File: config.mk
export PLATFORM = sky130hd
export DESIGN_NAME = hazard_ctrl
export DESIGN_NICKNAME = d
export VERILOG_FILES = /design/src/rtl/hazard_ctrl.sv
export SDC_FILE = /design/constraint.sdc
export NUM_CORES = 1
export LEC_CHECK = 0
export BUFFER_PORTS_ARGS = -buffer_cell sky130_fd_sc_hd__buf_4
export CAP_MARGIN = 0
export CELL_PAD_IN_SITES_DETAIL_PLACEMENT = 1
export CELL_PAD_IN_SITES_GLOBAL_PLACEMENT = 1
export CORE_MARGIN = 1
export CORE_UTILIZATION = 46
export CTS_BUF_LIST = sky130_fd_sc_hd__clkbuf_2 sky130_fd_sc_hd__clkbuf_4 sky130_fd_sc_hd__clkbuf_8
export CTS_CLUSTER_DIAMETER = 150
export CTS_CLUSTER_SIZE = 24
export DETAILED_ROUTE_END_ITERATION = 12
export PLACE_DENSITY = 0.91
export SETUP_SLACK_MARGIN = 0.3
export SLEW_MARGIN = 20
export SYNTH_ARGS = -nofsm -noshare
export SYNTH_HDL_FRONTEND = slang
export SYNTH_SLANG_ARGS = --single-unit
File: constraint.sdc
create_clock -name clk_pi -period 4 [get_ports clk_pi]
set_input_delay 0.4 -clock clk_pi [delete_from_list [all_inputs] [get_ports clk_pi]]
set_output_delay 0.4 -clock clk_pi [all_outputs]
set_load 0.1 [all_outputs]
File: src/rtl/hazard_ctrl.sv
// Hazard control for a 5-stage in-order pipeline: RAW detection against a
// 3-deep in-flight write scoreboard, branch flush, and HALT drain sequencing.
`timescale 1ns/1ps
module hazard_ctrl (
    input  logic        clk_pi,
    input  logic        reset_pi,
    input  logic        id_valid_pi,
    input  logic [4:0]  id_rs_pi,
    input  logic [4:0]  id_rt_pi,
    input  logic        id_use_rs_pi,
    input  logic        id_use_rt_pi,
    input  logic [4:0]  id_dest_pi,
    input  logic        id_we_pi,
    input  logic        id_halt_pi,
    input  logic        mem_taken_pi,
    output logic        stall_po,
    output logic        bubble_po,
    output logic        flush_po,
    output logic        halted_po,
    output logic [1:0]  state_po,
    output logic [15:0] stall_cnt_po
);

    typedef enum logic [1:0] {
        ST_RUN    = 2'd0,
        ST_DRAIN  = 2'd1,
        ST_HALTED = 2'd2
    } state_t;

    state_t      r_state;
    state_t      w_state_nxt;
    logic [1:0]  r_drain_cnt;
    logic [1:0]  w_drain_cnt_nxt;
    logic        r_halted;
    logic [15:0] r_stall_cnt;

    logic        r_ex_v;
    logic        r_mem_v;
    logic        r_wb_v;
    logic [4:0]  r_ex_rd;
    logic [4:0]  r_mem_rd;
    logic [4:0]  r_wb_rd;

    logic        w_rs_hit;
    logic        w_rt_hit;
    logic        w_hazard;
    logic        w_issue;
    logic        w_stall;
    logic        w_bubble;
    logic        w_flush;
    logic        w_halt_go;

    // WB is checked too: the register file write lands after the ID read.
    function automatic logic src_hit(
        input logic       use_src,
        input logic [4:0] src,
        input logic       ex_v,
        input logic [4:0] ex_rd,
        input logic       mem_v,
        input logic [4:0] mem_rd,
        input logic       wb_v,
        input logic [4:0] wb_rd
    );
        logic hit;
        hit = 1'b0;
        if (use_src && (src != 5'd0)) begin
            hit = (ex_v && (ex_rd == src)) ||
                  (mem_v && (mem_rd == src)) ||
                  (wb_v && (wb_rd == src));
        end
        return hit;
    endfunction

    function automatic logic [15:0] sat_inc(input logic [15:0] x);
        return (x == 16'hFFFF) ? x : x + 16'd1;
    endfunction

    assign w_rs_hit = src_hit(id_use_rs_pi, id_rs_pi, r_ex_v, r_ex_rd,
                              r_mem_v, r_mem_rd, r_wb_v, r_wb_rd);
    assign w_rt_hit = src_hit(id_use_rt_pi, id_rt_pi, r_ex_v, r_ex_rd,
                              r_mem_v, r_mem_rd, r_wb_v, r_wb_rd);
    assign w_hazard = id_valid_pi & (w_rs_hit | w_rt_hit);

    // Pipeline control; forced quiet while reset is held.
    always_comb begin
        w_stall = 1'b0;
        w_flush = 1'b0;
        if (reset_pi) begin
            case (r_state)
                ST_RUN: begin
                    w_flush = mem_taken_pi;
                    w_stall = w_hazard & ~mem_taken_pi;
                end
                ST_DRAIN: begin
                    w_flush = mem_taken_pi;
                    w_stall = ~mem_taken_pi;
                end
                default: begin
                    w_flush = 1'b0;
                    w_stall = 1'b1;
                end
            endcase
        end
    end

    assign w_bubble = w_stall;

    // HALT issues as a non-writing instruction.
    assign w_issue = (r_state == ST_RUN) & id_valid_pi & id_we_pi & ~id_halt_pi &
                     (id_dest_pi != 5'd0) & ~w_stall & ~w_flush;

    assign w_halt_go = id_valid_pi & id_halt_pi & ~w_hazard & ~mem_taken_pi;

    always_comb begin
        w_state_nxt     = r_state;
        w_drain_cnt_nxt = r_drain_cnt;
        case (r_state)
            ST_RUN: begin
                if (w_halt_go) begin
                    w_state_nxt     = ST_DRAIN;
                    w_drain_cnt_nxt = 2'd0;
                end
            end
            ST_DRAIN: begin
                if (mem_taken_pi) begin
                    w_state_nxt     = ST_RUN;
                    w_drain_cnt_nxt = 2'd0;
                end else if (r_drain_cnt == 2'd2) begin
                    w_state_nxt = ST_HALTED;
                end else begin
                    w_drain_cnt_nxt = r_drain_cnt + 2'd1;
                end
            end
            ST_HALTED: begin
                w_state_nxt = ST_HALTED;
            end
            default: begin
                w_state_nxt     = ST_RUN;
                w_drain_cnt_nxt = 2'd0;
            end
        endcase
    end

    // Control state and scoreboard valid bits.
    always_ff @(posedge clk_pi or negedge reset_pi) begin
        if (!reset_pi) begin
            r_state     <= ST_RUN;
            r_drain_cnt <= 2'd0;
            r_halted    <= 1'b0;
            r_stall_cnt <= 16'd0;
            r_ex_v      <= 1'b0;
            r_mem_v     <= 1'b0;
            r_wb_v      <= 1'b0;
        end else begin
            r_state     <= w_state_nxt;
            r_drain_cnt <= w_drain_cnt_nxt;
            r_halted    <= (w_state_nxt == ST_HALTED);
            r_wb_v      <= r_mem_v;
            r_mem_v     <= r_ex_v & ~w_flush;
            r_ex_v      <= w_issue;
            if ((r_state == ST_RUN) && w_stall) begin
                r_stall_cnt <= sat_inc(r_stall_cnt);
            end
        end
    end

    // Destination tags are qualified by the valid bits, so they need no reset.
    always_ff @(posedge clk_pi) begin
        r_ex_rd  <= id_dest_pi;
        r_mem_rd <= r_ex_rd;
        r_wb_rd  <= r_mem_rd;
    end

    assign stall_po     = w_stall;
    assign bubble_po    = w_bubble;
    assign flush_po     = w_flush;
    assign halted_po    = r_halted;
    assign state_po     = r_state;
    assign stall_cnt_po = r_stall_cnt;

endmodule
# Yosys cells after proc, flatten, opt, wreduce, memory -nomap -nowiden
# Cells that the tools add are included.
[word_totals]
reg_bits = 39
inputBits = 23
output_inout_bits = 22
wordCells = 79
[classes]
n_addsub = 2
eq_ne = 13
muxes = 14
bitwise_logic = 20
reduce_logical = 20
[op_table]
columns = ["operator", "count"]
rows = [
  ["5-bit equality test", 6],
  ["16-bit by 1-bit adder with 16-bit output, second input constant", 1],
  ["16-bit equality test, second input constant", 1],
  ["5-bit nonzero test", 3],
  ["1-bit AND", 12],
  ["2-bit 2-to-1 mux", 6],
  ["2-bit case mux with 3 select lines", 2],
  ["1-bit logical AND", 9],
  ["1-bit inverter", 7],
  ["2-bit equality test, second input constant", 3],
  ["1-bit 2-to-1 mux", 5],
  ["1-bit logical OR", 4],
  ["3-bit != test, second input constant", 1],
  ["3-bit AND reduction", 1],
  ["2-bit by 1-bit adder with 2-bit output, second input constant", 1],
  ["2-bit by 1-bit equality test with 1-bit output, second input constant", 1],
  ["2-bit logical NOT", 1],
  ["2-bit != test, second input constant", 1],
  ["1-bit case mux with 2 select lines", 1],
  ["2-bit AND reduction", 1],
  ["2-bit OR reduction", 1],
  ["1-bit OR", 1],
]

# Longest topological paths before layout
[depth]
depth_word = 13
depth_mapped = 8
mapped_depth_nobuf = 7

# Worst setup path before layout
# OpenSTA, ideal clock, no wires.
[synth_timing]
kind = "input -> output"
start = "input port id_rt_pi[4]"
end = "output port stall_po"
arrival_time_ps = 3402
required_time_ps = 3600
setup_slack_ps = 198
stages = 8
n_path_buf = 1
path_cell_list = "xor2_1 > nor4_2 > nand3_1 > a31oi_1 > or2_4 > nand2_1 > a21oi_1 > buf_4"
[synth_via]
elab_chain_len = 10
word_cells_on_any_way = 16
classes_between = "eq/ne (3); mux (3); bitwise (3); reduce/logical (7)"
[synth_lines]
columns = ["item", "line_no", "text"]
rows = [
  ["start, declared", "9", "input logic [4:0] id_rt_pi,"],
  ["5-bit equality test (on tied branches)", "67, 68", ""],
  ["1-bit logical AND (on tied branches)", "67, 68", ""],
  ["1-bit logical OR", "67", "hit = (ex_v && (ex_rd == src)) ||"],
  ["1-bit logical OR", "68", "(mem_v && (mem_rd == src)) ||"],
  ["1-bit 2-to-1 mux (*)", "66", "if (use_src && (src != 5'd0)) begin"],
  ["1-bit OR (*)", "82", "assign w_hazard = id_valid_pi & (w_rs_hit | w_rt_hit);"],
  ["1-bit AND (*)", "82", ""],
  ["1-bit AND (*)", "92", "w_stall = w_hazard & ~mem_taken_pi;"],
  ["1-bit case mux with 2 select lines (*)", "89", "case (r_state)"],
  ["1-bit 2-to-1 mux (*)", "88", "if (reset_pi) begin"],
  ["end, declared", "16", "output logic stall_po,"],
]
# Every way passes the cells marked *; elsewhere a longest branch is shown, timed or not.

# Worst setup path in the final report
[layout_timing]
start = "register r_ex_rd[4]"
end = "output port stall_po"
[layout_via]
elab_chain_len = 10
word_cells_on_any_way = 15
classes_between = "eq/ne (2); mux (4); bitwise (3); reduce/logical (6)"
[layout_lines]
columns = ["item", "line_no", "text"]
rows = [
  ["start, declared", "40", "logic [4:0] r_ex_rd;"],
  ["start signal, assigned", "169", "r_ex_rd <= id_dest_pi;"],
  ["5-bit equality test", "67", ""],
  ["1-bit logical AND", "67", ""],
  ["1-bit logical OR", "67", ""],
  ["1-bit logical OR", "68", ""],
  ["1-bit 2-to-1 mux", "66", ""],
  ["1-bit OR (*)", "82", ""],
  ["1-bit AND (*)", "82", ""],
  ["1-bit AND (*)", "92", ""],
  ["1-bit case mux with 2 select lines (*)", "89", ""],
  ["1-bit 2-to-1 mux (*)", "88", ""],
]
# Marks and branches as above.

==> run summary <==
CTS Buffer Depth: 2
RSZ-0062 raised after global routing: no
Max-slew headroom: 51.8%
WS Path Type: reg -> out
Avg WL per Cell: 17.7 µm
Area contributors post-synth: dfrtp_1 32%, dfxtp_1 16%, xor2_1 16%, xnor2_1 4.6%, nand3_1 3.7%
GRT busiest layer: met2
average cell area after synthesis: 11.0 µm²
status: finished, final reports clean
CP arrival: 2370 ps
GRT Util Overall: 26.0%
Slew Viols, Final: 0
vias in the first global route: 1691
delay-heaviest family, CP: simple AND/OR/NAND/NOR gates
Yosys reg bits: 39
met1 Use GR: 30.4%
clock slew at reported path FFs: 70 ps
post_cts resized: 0
crit start category: register
area share of the largest cell type after synthesis: 31.9%
YS warnings: 0
P&R area growth vs syn: 24.8%
R2R depth: 6
CP Buf/Inv Count: 1
pwr dens: 321 nW/µm²
max cap viols: 0
final worst path period need: 2770 ps
Worst path max stage delay: 350 ps
I/O pins: 45
Initial Util: 49.6%
sequential fraction of the synthesis area: 47.8%
Post-CTS Setup Inserts: 0
grt met2 use: 46.8%
H-tree levels: 2
worst-margin pin slew: 722 ps
syn_nets: 197
met3 GRT Util: 4.14%
post-synth cell types: 35
largest net degree at the start of global routing: 28
prevailing post-synth register cell: dfrtp_1
synthesized instance count: 172
worst-skew pair later-pin latency: 290 ps
critical path fanouts, max: 5
leak pwr: 1.08 nW
First DRT Iteration DRCs: 48
crit path max-delay cell type: dfxtp_1
final hold vios: 0
die width: 66 µm
Total Power: 755 µW
Hold-fix buffers, CTS: 0
CORE AREA: 3800 µm²
worst min path class: in -> async
Pre-Repair DR Iteration Count: 4
Rows: 22
routed vias: 1471
Post-synth EDFFs: 0
final period utilization: 69.2%
Nets: 246
initial antenna violation count: 0
chip height: 66 µm
R2R setup slack: 1750 ps
worst path required time: 3600 ps
worst r2r src: stall_cnt_po[4]$_DFFE_PN0P_
total clock sinks: 39
DRC: 0
WL final: 4780 µm
Syn Std Cell Area: 1880 µm²
CTS Buf Count: 5
Detail Placement HPWL: 3760 µm
Final GP Congestion: 0.875
Post-Route Skew: 6.25 ps
layout cell share with drive strength beyond 1: 30.2%
I/O Buffers: 44
global route overflow: 0
Setup Viol. Count Final: 0
critical-path cell list: xor2_1 > nor4_1 > nand3_1 > a31oi_1 > or2_4 > nand2_1 > a21oi_2 > buf_4
leading area contributor after synthesis: dfrtp_1
CTS root buf: clkbuf_8
peak supply drop: 0.284 mV
Final Util: 61.9%
Filler cells: 428
ANT cells: 0
max frequency: 361 MHz
post-route ant nets: 0
CTS tree: yes
CP endpoint kind: output pin
first-pass GRT wire length: 8280 µm
Reg2Reg Capture Point: stall_cnt_po[1]$_DFFE_PN0P_
die area: 4360 µm²
total negative slack: 0 ps
async set-reset flop share out of synthesis: 61.5%
Avg Vias per Cell: 5.45
## logic make-up (layout without fill, tap and decap cells)
kind of cell | count (synthesis) | after routing | synth area share, %
adders and majority gates | 2 | 2 | 1.33
DFF | 39 | 39 | 47.8
muxes | 2 | 2 | 1.20
and+or+nand+nor | 62 | 62 | 21.3
buffers and inverters | 6 | 56 | 1.79
xor gates and xnor gates | 44 | 44 | 20.5
AOI/OAI and AO/OA | 17 | 17 | 6.11
## registers in the layout, summed over array words and instances (netlist names)
register / cells
halted_po: 1
r_drain_cnt: 2
r_ex_rd: 5
r_ex_v: 1
r_mem_rd: 5
r_mem_v: 1
r_wb_rd: 5
r_wb_v: 1
stall_cnt_po: 16
state_po: 2
## report_power, final
part | switching [mW] | internal (mW) | total (mW)
clock network | 0.129 | 0.144 | 0.273
logic | 0.0407 | 0.0322 | 0.0729
registers | 0.00930 | 0.400 | 0.409
## cell type report
class                      count  area, µm²  area share [%]
timing repair buffer          44        330            14.1
clock buffer                   8       91.3            3.89
multi-input combinational    127        953            40.6
inverter                       4       15.0           0.639
tap                           48       60.1            2.55
sequential                    39        901            38.3
## layout by cell type, fill, tap and decap left out, types with 3 or more instances in the layout
master / n
clkbuf_4: 3
nor3_2: 4
dfxtp_1: 15
a31oi_1: 3
o21ai_0: 3
nor4_1: 5
nand3_1: 14
nor4_2: 4
buf_4: 44
xor2_1: 34
inv_1: 4
or4_1: 3
nand2_1: 8
nor2_1: 9
xnor2_1: 10
clkbuf_8: 5
a21oi_1: 3
dfrtp_1: 24
## Yosys cell counts, drive strengths merged, types with 3 or more instances
master and number:
xnor2 10, dfrtp 24, nor4 9, nor2 9, nand2 8, nand3 14, xor2 34, nor3 4
a21oi 5, a31oi 4, o21ai 6, dfxtp 15, nor3b 3, or4 3, inv 4
## metrics by stage
step | hold WS [ps] | setup slack [ps] | cell area [µm²] | std cells
CTS | 8.99 | 1210 | 2350 | 270
floorplan | 104 | 889 | 1890 | 172
finish | 2.22 | 1230 | 2350 | 270
detailed placement | 324 | 1370 | 2260 | 262
global placement | 320 | 1470 | 2260 | 262
global route | 21.3 | 1070 | 2350 | 270
## worst max-delay path by stage
| stage | startpoint | to | slack [ps] | cells after the start |
|---|---|---|---|---|
| 2_1_floorplan | id_rt_pi[4] | stall_po | 890 | 8 |
| 3_3_place_gp | id_rt_pi[4] | bubble_po | 1470 | 9 |
| 3_5_place_dp | id_rt_pi[4] | stall_po | 1370 | 9 |
| 4_1_cts | r_ex_rd[4]$_DFF_P_ | stall_po | 1210 | 8 |
| 5_1_grt | r_ex_rd[1]$_DFF_P_ | stall_po | 1070 | 8 |
| 6_report | r_ex_rd[4]$_DFF_P_ | stall_po | 1230 | 8 |
## metal layers
layer	vias up	part of all wire (%)
met4	0	1.2
met3	5	2.6
met5	-	0
li1	701	-
met2	32	53
met1	733	43
No activity file was read; power rests on OpenSTA's default activity.
